[src/rtl/pipe_skid_reg_if.sv]
// Valid/ready handshake bundle for one pipeline stage.
// The producer/consumer side uses master and the stage itself uses slave.
interface pipe_skid_reg_if #(
  parameter int WIDTH = 32
);
  logic             in_valid;
  logic             in_ready;
  logic [WIDTH-1:0] in_data;
  logic             out_valid;
  logic             out_ready;
  logic [WIDTH-1:0] out_data;
  logic [1:0]       level;

  modport master (
    output in_valid, in_data, out_ready,
    input  in_ready, out_valid, out_data, level
  );

  modport slave (
    input  in_valid, in_data, out_ready,
    output in_ready, out_valid, out_data, level
  );
endinterface

[src/rtl/pipe_skid_reg.sv]
// Valid/ready pipeline register with a one-word skid buffer and synchronous flush.
// in_ready comes from registered state only, so out_ready never reaches it combinationally.
module pipe_skid_reg #(
  parameter int          WIDTH  = 32,
  parameter logic [31:0] BUBBLE = 32'h00000013
) (
  input  logic           clk,
  input  logic           rst,
  input  logic           flush,
  pipe_skid_reg_if.slave bus
);

  localparam logic [WIDTH-1:0] BubbleWord = WIDTH'(BUBBLE);

  typedef enum logic [1:0] {
    EMPTY = 2'd0,
    BUSY  = 2'd1,
    FULL  = 2'd2
  } state_e;

  state_e           state_q, state_d;
  logic [WIDTH-1:0] main_q, main_d;
  logic [WIDTH-1:0] skid_q, skid_d;
  logic             inReady, outValid;
  logic             inFire, outFire;

  assign inReady  = (state_q != FULL);
  assign outValid = (state_q != EMPTY);
  assign inFire   = bus.in_valid & inReady;
  assign outFire  = outValid & bus.out_ready;

  assign bus.in_ready  = inReady;
  assign bus.out_valid = outValid;
  assign bus.out_data  = main_q;
  assign bus.level     = state_q;

  // main always holds the oldest word; skid only fills when main is stalled
  always_comb begin
    state_d = state_q;
    main_d  = main_q;
    skid_d  = skid_q;
    case (state_q)
      EMPTY: begin
        if (inFire) begin
          main_d  = bus.in_data;
          state_d = BUSY;
        end
      end
      BUSY: begin
        if (inFire && outFire) begin
          main_d = bus.in_data;
        end else if (inFire) begin
          skid_d  = bus.in_data;
          state_d = FULL;
        end else if (outFire) begin
          state_d = EMPTY;
        end
      end
      FULL: begin
        if (outFire) begin
          main_d  = skid_q;
          state_d = BUSY;
        end
      end
      default: begin
        state_d = EMPTY;
      end
    endcase
    if (flush) begin
      state_d = EMPTY;
      main_d  = BubbleWord;
      skid_d  = BubbleWord;
    end
  end

  always_ff @(posedge clk) begin
    if (rst) begin
      state_q <= EMPTY;
      main_q  <= '0;
      skid_q  <= '0;
    end else begin
      state_q <= state_d;
      main_q  <= main_d;
      skid_q  <= skid_d;
    end
  end

endmodule

[src/flat_wrapper.sv]
// flat-port wrapper written by rule: the top's interface ports become plain ports
module pipe_skid_reg_flat 
#(
  parameter int          WIDTH  = 32,
  parameter logic [31:0] BUBBLE = 32'h00000013
)
  (clk, rst, flush, bus_in_valid, bus_in_data, bus_out_ready, bus_in_ready, bus_out_valid, bus_out_data, bus_level);
  pipe_skid_reg_if #(.WIDTH(WIDTH)) bus_i ();
  input  logic clk;
  input  logic rst;
  input  logic flush;
  input wire logic [$bits(bus_i.in_valid)-1:0] bus_in_valid;
  input wire logic [$bits(bus_i.in_data)-1:0] bus_in_data;
  input wire logic [$bits(bus_i.out_ready)-1:0] bus_out_ready;
  output wire logic [$bits(bus_i.in_ready)-1:0] bus_in_ready;
  output wire logic [$bits(bus_i.out_valid)-1:0] bus_out_valid;
  output wire logic [$bits(bus_i.out_data)-1:0] bus_out_data;
  output wire logic [$bits(bus_i.level)-1:0] bus_level;
  assign bus_i.in_valid = bus_in_valid;
  assign bus_i.in_data = bus_in_data;
  assign bus_i.out_ready = bus_out_ready;
  assign bus_in_ready = bus_i.in_ready;
  assign bus_out_valid = bus_i.out_valid;
  assign bus_out_data = bus_i.out_data;
  assign bus_level = bus_i.level;
  pipe_skid_reg #(.WIDTH(WIDTH), .BUBBLE(BUBBLE)) u_core (.clk(clk), .rst(rst), .flush(flush), .bus(bus_i));
endmodule
[config.mk]
export PLATFORM = sky130hd
export DESIGN_NAME = pipe_skid_reg_flat
export DESIGN_NICKNAME = d
export VERILOG_FILES = /design/src/rtl/pipe_skid_reg_if.sv /design/src/rtl/pipe_skid_reg.sv /design/src/flat_wrapper.sv
export SDC_FILE = /design/constraint.sdc
export NUM_CORES = 1
export LEC_CHECK = 0
export BUFFER_PORTS_ARGS = -buffer_cell sky130_fd_sc_hd__buf_4
export CELL_PAD_IN_SITES_DETAIL_PLACEMENT = 1
export CELL_PAD_IN_SITES_GLOBAL_PLACEMENT = 1
export CORE_AREA = 2 2 90 92
export DETAILED_ROUTE_END_ITERATION = 6
export DIE_AREA = 0 0 92 94
export GPL_ROUTABILITY_DRIVEN = 0
export PLACE_DENSITY = 0.85
export SLEW_MARGIN = 5
export SYNTH_ARGS = -nofsm -noshare
export SYNTH_HDL_FRONTEND = slang
export SYNTH_SLANG_ARGS = --single-unit
[constraint.sdc]
create_clock -name clk -period 2.1 [get_ports clk]
set_clock_uncertainty 0.2 [all_clocks]
set_input_delay 0.42 -clock clk [delete_from_list [all_inputs] [get_ports clk]]
set_output_delay 0.42 -clock clk [all_outputs]
set_load 0.005 [all_outputs]
; ---- Word level (Yosys, flattened, before mapping)
; Cells that the tools add are included.
[totals]
reg_bits = 66
inputBits = 37
out_inout_bits = 36
word_cells = 48
[classes]
n_eq_ne = 12
mux = 15
bitwise_logic = 3
reduce_logical = 13
[op_table]
columns = op, count
row1 = 32-bit two-way mux, 3
row2 = 32-bit one-hot mux with 3 select lines, 1
row3 = 5-bit two-way mux, 5
row4 = 4-bit AND reduction, 3
row5 = 2-bit two-way mux, 5
row6 = "3-bit by 2-bit inequality test with 1-bit output, second input constant", 3
row7 = "2-bit by 1-bit inequality test with 1-bit output, second input constant", 3
row8 = "2-bit inequality test, second input constant", 3
row9 = 2-bit one-hot mux with 3 select lines, 1
row10 = 3-bit AND reduction, 2
row11 = 2-bit nonzero test, 3
row12 = 4-bit nonzero test, 1
row13 = "3-bit by 1-bit inequality test with 1-bit output, second input constant", 1
row14 = 3-bit nonzero test, 1
row15 = 1-bit bitwise AND, 2
row16 = "2-bit by 1-bit == test with 1-bit output, second input constant", 1
row17 = "2-bit == test, second input constant", 1
row18 = 2-bit zero test, 1
row19 = 2-bit OR reduction, 1
row20 = 1-bit logical AND, 1
row21 = 1-bit inverter, 1

; ---- Longest topological paths before layout
; Gate-level depths: netlist (run 1).
[depth]
word_depth = 6
depth_mapped = 5
ltp_nobuf = 3

; ---- Least setup slack after synthesis (run 1)
; OpenSTA, ideal clock, no wires.
[synth_timing]
kind = flip-flop to flip-flop
start = reg u_core.state_q[0] (netlist: u_core.bus.level[0])
end = reg u_core.main_q[1] (netlist: u_core.bus.out_data[1])
setup_time_ns = 0.133
t_arrival_ns = 1.271
required_ns = 1.767
setup_slack_ns = 0.496
stages_incl_launch_ff = 6
n_path_buf = 2
synth_period_minus_slack_ns = 1.604
cell_sequence = dfxtp_1 and3b_1 buf_6 buf_2 a2111oi_4 a311oi_2
[synth_between]
elab_chain_len = 5
word_cells_on_any_way = 15
cone_classes = eq/ne: 6 / mux: 2 / bitwise: 2 / reduce/logical: 5
[synth_rtl]
columns = element, line_no
row1 = start: declaration, pipe_skid_reg.sv:21  ; state_e state_q, state_d;
row2 = start signal: assignment, pipe_skid_reg.sv:82  ; state_q <= state_d;
row3 = 2-bit inequality test or 2-bit nonzero test (tied branches), "pipe_skid_reg.sv:27, pipe_skid_reg.sv:28"
row4 = "1-bit bitwise AND, on equally long branches", "pipe_skid_reg.sv:29, pipe_skid_reg.sv:30"
row5 = 1-bit logical AND, pipe_skid_reg.sv:50  ; if (inFire && outFire) begin
row6 = 3-bit by 2-bit inequality test with 1-bit output (no source line), n/a
row7 = 4-bit AND reduction (no source line), n/a
row8 = end signal: assignment, pipe_skid_reg.sv:83  ; main_q <= main_d;
row9 = end: declaration, pipe_skid_reg.sv:22  ; logic [WIDTH-1:0] main_q, main_d;
; Several ways; a longest one is shown, not always the timed one.
; A chain may end at the register's enable or synchronous reset.

; ---- Worst setup path in the final report (run 1)
[layout_timing]
start = reg u_core.state_q[1] (netlist: u_core.bus.level[1])
end = out bus_out_valid
[layout_between]
elab_chain_len = 1
[layout_rtl]
columns = element, line_no
row1 = 2-bit nonzero test, pipe_skid_reg.sv:28  ; assign outValid = (state_q != EMPTY);
row2 = end: declaration, flat_wrapper.sv:16  ; output wire logic [$bits(bus_i.out_valid)-1:0] bus_out_valid;
; No other way between the ends.

==> out/qor.yml, run 1 <==
timing:
  setup_viol: 0
  slew_viol_final: 0
  post-route-period-util_pct: 97.0
  tns_ns: 0
  worst_slew_pin_slew_ns: 0.889
  min_period_ns: 2.04
  rsz0062_at_grt: "no"
  fmax_ghz: 0.491
  slew_headroom_pct: 40.5
  hold_viol_final: 0
  setup_slack_ns: 0.0623
yosys:
  synth_area_leaders: "dfxtp_1, a211oi_1, mux2i_1"
  synth_area_leader_cell: "dfxtp_1"
  synth.avg_cell_area_um2: 9.39
  synthFlopType: "dfxtp_1"
  synth_nets: 347
  synth-simple-area-share_pct: 11.3
  muxShareOfSynthArea_pct: 11.0
  netlist_area_um2: 2910
  synth_xor_area_share_pct: 0
  postSynthCellCount: 310
  synth_top_area_share_pct: 45.4
  synthAdderAreaFrac_pct: 0
  yosys_warnings: 0
  async_reset_ff_share_pct: 0
  synth_top_family_by_area: "compound AO/OA/AOI/OAI gates"
  synth_edf_count: 0
  synth_compound_gate_area_share_pct: 25.1
  ys_types: 30
  synth_seq_area_share_pct: 45.4
  ys_ff_latch: 66
cts:
  clk_latency_ns: 0.34
  cts_buffer_depth: 2
  htreeDepth: 3
  cts_hold_buf: 0
  cts.sinks: 66
  cts_tree: "built"
  path_clk_slew_ns: 0.07
  post_cts_buffers: 0
  cts_buffers: 9
  cts-root-buf: "clkbuf_8"
finish:
  area_growth_pct: 27.7
  final_common_cell: "buf_4"
  nFillCells: 905
  seq_area_um2: 1320
  multiInputGateArea_um2: 1430
  nets: 409
  diodes: 0
  final_cell_mix: "buf_4, dfxtp_1, nand2_1"
  final_layout_size_suffix_gt1_share_pct: 29.7
setup_path:
  critPathLaunchType: "flop"
  crit_arrival_ns: 1.42
  critPathMaxFanout: 6
  crit_path_end_kind: "output pin"
  critPathKind: "reg2out"
  r2r_setup_slack_ns: 0.13
  crit_required_ns: 1.48
placement:
  dpl_worst_slack_ns: -0.132
  hpwlAfterDp_mm: 5.54
  portBuffers: 72
floorplan:
  core_area_um2: 7610
  die-area_um2: 8650
  start_util_pct: 38.3
  rows: 32
  die_y_um: 94
  die_x_um: 92
  io-pin-count: 73
drt:
  top_layer: "met4"
  dr.pass1.iters: 4
  routed-wl-met3_um: 310
  wl_met2_mm: 4.23
  wirelength_met1_mm: 3.70
  wl_mm: 8.36
  first_iter_violations: 97
  vias: 2573
  vias_per_cell: 5.37
  route.detailed.drc: 0
  ant_nets: 0
  drt-wirelength-per-cell_um: 17.5
global_routing:
  grt_pass1_wl_mm: 13.0
  grt-ovfl-total: 0
  grt_pass1_vias: 2571
  grt.total_usage_pct: 19.2
  grt_max_degree: 37
  antenna_found_initial: 0
power_and_ir_drop:
  power_density_nw_per_um2: 705
  ir_drop_v: 0.000282
  leakagePower_uw: 0.00160
outcome:
  status: "finished clean"
run:
  cap_violations: 0
hold_path:
  min_path_type: "in2reg"
area by class of cell:
type | instances | area share (%)
Clock buffer | 14 | 4.65
Clock inverter | 2 | 0.269
Inverter | 1 | 0.101
Multi-Input combinational cell | 210 | 38.4
Sequential cell | 66 | 35.6
Tap cell | 102 | 3.43
Timing Repair Buffer | 84 | 17.6
state kept, by name, indices dropped and copies added (netlist names):
register and flops:
u_core.skid_q 32, u_core.bus.out_data 32, u_core.bus.level 2
synth_stat cells, drive strengths merged (2+ instances only):
library cell / number
buf: 23
a2111oi: 3
nand2: 62
a21o: 2
clkbuf: 11
mux2i: 32
a31oi: 3
dfxtp: 66
nand3: 3
a311oi: 3
a21oi: 30
or2: 2
nand2b: 2
a211oi: 58
report_power, final:
group	internal [uW]	leakage [uW]	switching (uW)
Sequential	1290	0.000538	27.5
Clock	523	0.0000965	458
Combinational	160	0.000968	159
Total	1970	0.00160	644
worst max-delay path, stage by stage (launching register included):
cell     delay, ns
dfxtp_1       0.44
buf_4         0.22
or2_2         0.29
buf_4         0.14
repair_timing:
action,CTS,global route
gates cloned,0,1
endpoints found under the setup margin,13,33
endpoints found under the hold margin,0,0
gates resized for setup,1,2
cell families (layout without fill, tap and decap cells):
family / Yosys count / after routing
AO/OA/AOI/OAI: 101 / 101
buffers and inverters: 35 / 101
flip-flops: 66 / 66
multiplexers: 32 / 32
AND/OR/NAND/NOR: 76 / 77
routing by layer:
layer / vias up / track usage [%]
met1: 1260 / 22.9
met4: 0 / 7.21
li1: 1249 / -
met3: 9 / 4.82
met5: - / 0
met2: 55 / 33.5
stage by stage:
| step | util, % | total power [uW] | hold WS (ns) | area, um2 | cells |
|---|---|---|---|---|---|
| 6_report | 48.8 | 2620 | 0.110 | 3720 | 479 |
| 3_3_place_gp | 46.2 | 1650 | 0.241 | 3520 | 462 |
| 4_1_cts | 48.6 | 2640 | 0.0899 | 3700 | 478 |
| 3_5_place_dp | 46.2 | 1660 | 0.248 | 3520 | 462 |
| 5_1_grt | 48.8 | 2730 | 0.0928 | 3720 | 479 |
| 2_1_floorplan | - | 1500 | 0.236 | 2910 | 310 |
path summary, 6_finish.rpt:
check	start	to	cells after the start
worst min register to register	u_core.skid_q[14]	u_core.skid_q[14]	2
worst max register to register	u_core.bus.level[1]	u_core.bus.out_data[12]	4
worst max-delay path	u_core.bus.level[1]	bus_out_valid	3
worst min-delay path	rst	u_core.skid_q[4]	2
No activity file was read; power rests on OpenSTA's default activity.
==> run 2: changes to the inputs <==
CORE_AREA = 2 2 87 89   (was 2 2 90 92)
DIE_AREA = 0 0 89 91   (was 0 0 92 94)
PLACE_DENSITY = 0.9   (was 0.85)
clock period = 2.4 ns   (was 2.1 ns; I/O delays follow)
==> run 2 against run 1 <==
Against the previous run: clock power decreased by 15%; worst setup slack improved by 0.097 ns; global-route usage increased by 2.8 points; critical path depth is 1 higher; critical endpoint is now u_core.bus.out_data[30]; critical path type is now reg2reg; cell area fell by 0.44%.
==> out/qor.yml, run 2 (synthesis gave the netlist of run 1 again) <==
cts:
  cts_buffers: 9
  post_cts_resized: 0
  cts-root-buf: "clkbuf_8"
  cts_buffer_depth: 2
  htreeDepth: 3
  cts_tree: "built"
  post_cts_buffers: 0
  cts_hold_buf: 0
  path_clk_slew_ns: 0.07
  clk_latency_ns: 0.35
  cts.sinks: 66
setup_path:
  max_stage_delay_ns: 0.88
  cp_common_cell: "a211oi_1"
  crit_arrival_ns: 2.28
  critPathLaunchType: "flop"
  crit_path_end_kind: "flop"
  cp_slowest_cell: "nor2b_2"
  critPathKind: "reg2reg"
  critPathMaxFanout: 25
  crit_required_ns: 2.44
  worstPathCellList: "nor2b_2, buf_4, a211oi_1, a211oi_1"
outcome:
  status: "finished clean"
power_and_ir_drop:
  power_density_nw_per_um2: 612
  leakagePower_uw: 0.00161
  ir_drop_v: 0.000284
global_routing:
  grt.total_usage_pct: 22.1
  grt-ovfl-total: 0
  grt_max_degree: 34
  grt_pass1_vias: 2800
  antenna_found_initial: 0
  grt_pass1_wl_mm: 13.8
drt:
  vias_per_cell: 5.56
  vias: 2651
  wl_mm: 8.51
  route.detailed.drc: 0
  first_iter_violations: 157
  drt-wirelength-per-cell_um: 17.8
  dr.pass1.iters: 4
  ant_nets: 0
timing:
  slew_headroom_pct: 23.7
  rsz0062_at_grt: "no"
  slew_viol_final: 0
  worst_slew_pin_slew_ns: 1.14
  setup_viol: 0
  hold_viol_final: 0
  min_period_ns: 2.24
  fmax_ghz: 0.446
  tns_ns: 0
  post-route-period-util_pct: 93.3
floorplan:
  start_util_pct: 40.8
  core_area_um2: 7140
  die_x_um: 89
  die-area_um2: 8100
  io-pin-count: 73
  rows: 31
  die_y_um: 91
placement:
  placed_area_um2: 3530
  hpwlAfterDp_mm: 5.71
  portBuffers: 72
finish:
  nFillCells: 846
  area_growth_pct: 27.1
  final_cell_mix: "buf_4, dfxtp_1, nand2_1"
  fin_util_pct: 51.8
  stdcell_area_um2: 3700
  final_common_cell: "buf_4"
  final_layout_size_suffix_gt1_share_pct: 29.9
  nets: 411
  diodes: 0
run:
  cap_violations: 0
hold_path:
  min_path_type: "in2reg"
-- run 2: final timing paths --
path	from	endpoint	slack [ns]	depth (start not counted)
max reg2reg	u_core.bus.level[1]	u_core.bus.out_data[30]	0.16	4
min reg2reg	u_core.skid_q[26]	u_core.skid_q[26]	0.25	2
max	u_core.bus.level[1]	u_core.bus.out_data[30]	0.16	4
min	rst	u_core.bus.out_data[1]	0.16	2
-- run 2: metrics by stage --
stage	worst slack [ns]	hold slack, ns	instances	total power [uW]
after floorplan	0.767	0.236	310	1310
after global placement	0.0756	0.241	462	1440
after detailed placement	-0.0238	0.246	462	1460
after CTS	0.164	0.151	477	2280
after global routing	0.0614	0.159	477	2360
final	0.160	0.159	477	2270
-- run 2: power by group --
group,switching [uW],total (uW),internal [uW],leakage (uW)
combinational,139,279,140,0.000979
clock,411,831,420,0.0000920
sequential,24.8,1160,1130,0.000538
-- run 2: cell type report --
| cell class | count | area, um2 | share of cell area, % |
|---|---|---|---|
| multi-input combinational | 209 | 1400 | 37.9 |
| tap | 99 | 124 | 3.35 |
| inverter | 1 | 3.75 | 0.101 |
| clock inverter | 3 | 15.0 | 0.406 |
| sequential | 66 | 1320 | 35.7 |
| timing repair buffer | 87 | 678 | 18.3 |
| clock buffer | 12 | 155 | 4.19 |
-- run 2: critical path: cells and delay by family (launching register included) --
family,cells,cell delay (ns)
buffers and inverters,1,0.33
AOI/OAI and AO/OA,2,0.38
and+or+nand+nor,1,0.88
DFF,1,0.33
-- run 2: routing by layer --
layer	wire length, um	up-vias	track usage (%)
met4	231	0	10.1
met1	3600	1311	27.5
met3	360	21	5.45
met2	4310	63	35.4
met5	0	-	0
li1	-	1256	-
==> run 3: changes to the inputs <==
ABC_AREA = 1   (was unset)
CORE_AREA = 2 2 90 92   (was 2 2 87 89)
DIE_AREA = 0 0 92 94   (was 0 0 89 91)
PLACE_DENSITY = 0.93   (was 0.9)
==> run 3 against run 2 <==
Against the previous run: worst setup slack gained 0.15 ns; cell area grew 1.5%; fmax grew 7.2%; hold slack lost 0.024 ns; critical path type is now reg2out; clock-buffer cell count is the same; largest power group unchanged; register-to-register slack gained 0.38 ns; utilization shrank 2.5 points; clock power grew 17%; total power grew 7.0%; synthesized area grew 3.3%.
==> out/qor.yml, run 3 <==
global_routing:
  grt_pass1_wl_mm: 14.0
  grt_max_degree: 65
  antenna_found_initial: 0
  grt.total_usage_pct: 20.8
  grt-ovfl-total: 0
  grt_pass1_vias: 3062
yosys:
  synth_xor_area_share_pct: 0
  synthAdderAreaFrac_pct: 0
  synth_top_family_by_area: "simple AND/OR/NAND/NOR gates"
  yosys_warnings: 0
  synth_top_area_share_pct: 43.9
  synth_nets: 491
  ys_ff_latch: 66
  synth_edf_count: 0
  synth_seq_area_share_pct: 43.9
  synth-simple-area-share_pct: 30.7
  muxShareOfSynthArea_pct: 0
  synth.avg_cell_area_um2: 6.62
  synthFlopType: "dfxtp_1"
  ys_types: 20
  synth_area_leader_cell: "dfxtp_1"
  postSynthCellCount: 454
  synth_area_leaders: "dfxtp_1, nand2_1, nor2_1"
  yosysMostFrequentCell: "nand2_1"
  ys_top_cells_by_count: "nand2_1, nor2_1, dfxtp_1, inv_1, o21ai_0"
  netlist_area_um2: 3010
  synth_compound_gate_area_share_pct: 12.4
  async_reset_ff_share_pct: 0
cts:
  post_cts_buffers: 0
  cts-root-buf: "clkbuf_8"
  cts_buffers: 9
  cts_buffer_depth: 2
  htreeDepth: 3
  cts.sinks: 66
  cts_hold_buf: 0
  path_clk_slew_ns: 0.07
  clk_latency_ns: 0.35
  cts_tree: "built"
  post_cts_resized: 0
power_and_ir_drop:
  power_density_nw_per_um2: 645
  p_sw_share_pct: 25.7
  power.total_uw: 2420
  ir_drop_v: 0.000321
  p_seq_share_pct: 47.6
  leakagePower_uw: 0.00177
  comb_power_share_pct: 12.4
  clockPowerShare_pct: 40.0
  power.switching_uw: 623
  p_int_uw: 1800
timing:
  tns_ns: 0
  setup_viol: 0
  post-route-period-util_pct: 87.1
  min_period_ns: 2.09
  slew_viol_final: 0
  whs_ns: 0.135
  setup_slack_ns: 0.311
  fmax_ghz: 0.479
  hold_viol_final: 0
  worst_slew_pin_slew_ns: 0.419
  slew_headroom_pct: 72.0
  rsz0062_at_grt: "no"
drt:
  dr.pass1.iters: 4
  vias_per_cell: 4.87
  top_layer: "met4"
  routed-wl-met3_um: 272
  ant_nets: 0
  route.detailed.drc: 0
  vias: 3023
  first_iter_violations: 137
  wl_met2_mm: 4.33
  wirelength_met1_mm: 3.67
  drt-wirelength-per-cell_um: 13.8
  wl_mm: 8.58
placement:
  hpwlAfterDp_mm: 5.73
  dpl_worst_slack_ns: 0.499
  portBuffers: 72
finish:
  area_growth_pct: 24.9
  fin_util_pct: 49.4
  final_common_cell: "nand2_1"
  nets: 551
  final_layout_size_suffix_gt1_share_pct: 19.5
  nFillCells: 1012
  diodes: 0
  final_cell_mix: "nand2_1, nor2_1, buf_4"
floorplan:
  core_area_um2: 7610
  io-pin-count: 73
  die_y_um: 94
  rows: 32
  die_x_um: 92
  start_util_pct: 39.5
  die-area_um2: 8650
hold_path:
  min_path_type: "in2reg"
setup_path:
  critPathMaxFanout: 37
  crit_arrival_ns: 1.41
  critPathKind: "reg2out"
  critPathLaunchType: "flop"
  crit_path_end_kind: "output pin"
  crit_required_ns: 1.72
run:
  cap_violations: 0
outcome:
  status: "finished clean"
run 3: logic make-up after synthesis:
kind of cell / count (synthesis)
AND/OR/NAND/NOR: 228
buffers and inverters: 86
AO/OA/AOI/OAI: 74
flip-flops: 66
run 3: worst max-delay path: stages (launching register included):
cell	delay, ns
dfxtp_1	0.52
nand2_4	0.30
buf_4	0.25
run 3: routing by layer:
layer	GRT usage, %	vias to the layer above
li1	-	1489
met1	23.9	1442
met2	36.6	66
met3	3.37	26
met4	12.3	0
met5	0	-
run 3: final timing paths:
path / startpoint / endpoint / slack (ns) / cells past startpoint
max: u_core.bus.level[1] / bus_in_ready / 0.31 / 2
min: rst / u_core.skid_q[1] / 0.14 / 2
max reg2reg: u_core.bus.level[1] / u_core.bus.out_data[19] / 0.54 / 6
min reg2reg: u_core.skid_q[27] / u_core.skid_q[27] / 0.25 / 2
run 3: layout make-up:
cell class,count,area (um2),area share [%]
multi-input combinational,302,1300,34.6
clock buffer,12,155,4.13
clock inverter,4,50.0,1.33
tap,102,128,3.40
timing repair buffer,75,576,15.3
inverter,60,225,6.00
sequential,66,1320,35.2
run 3: power by group through the flow:
stage	combinational, uW	clock [uW]	sequential [uW]
2_1_floorplan	166	0	1180
3_3_place_gp	283	0	1180
3_5_place_dp	298	0	1180
4_1_cts	304	990	1150
5_1_grt	339	1040	1160
6_report	301	969	1150
run 3: per-stage QoR:
stage                     area [um2]  instances
after detailed placement        3550        605
after global routing            3760        621
after floorplan                 3010        454
after global placement          3550        605
after CTS                       3760        621
final                           3760        621
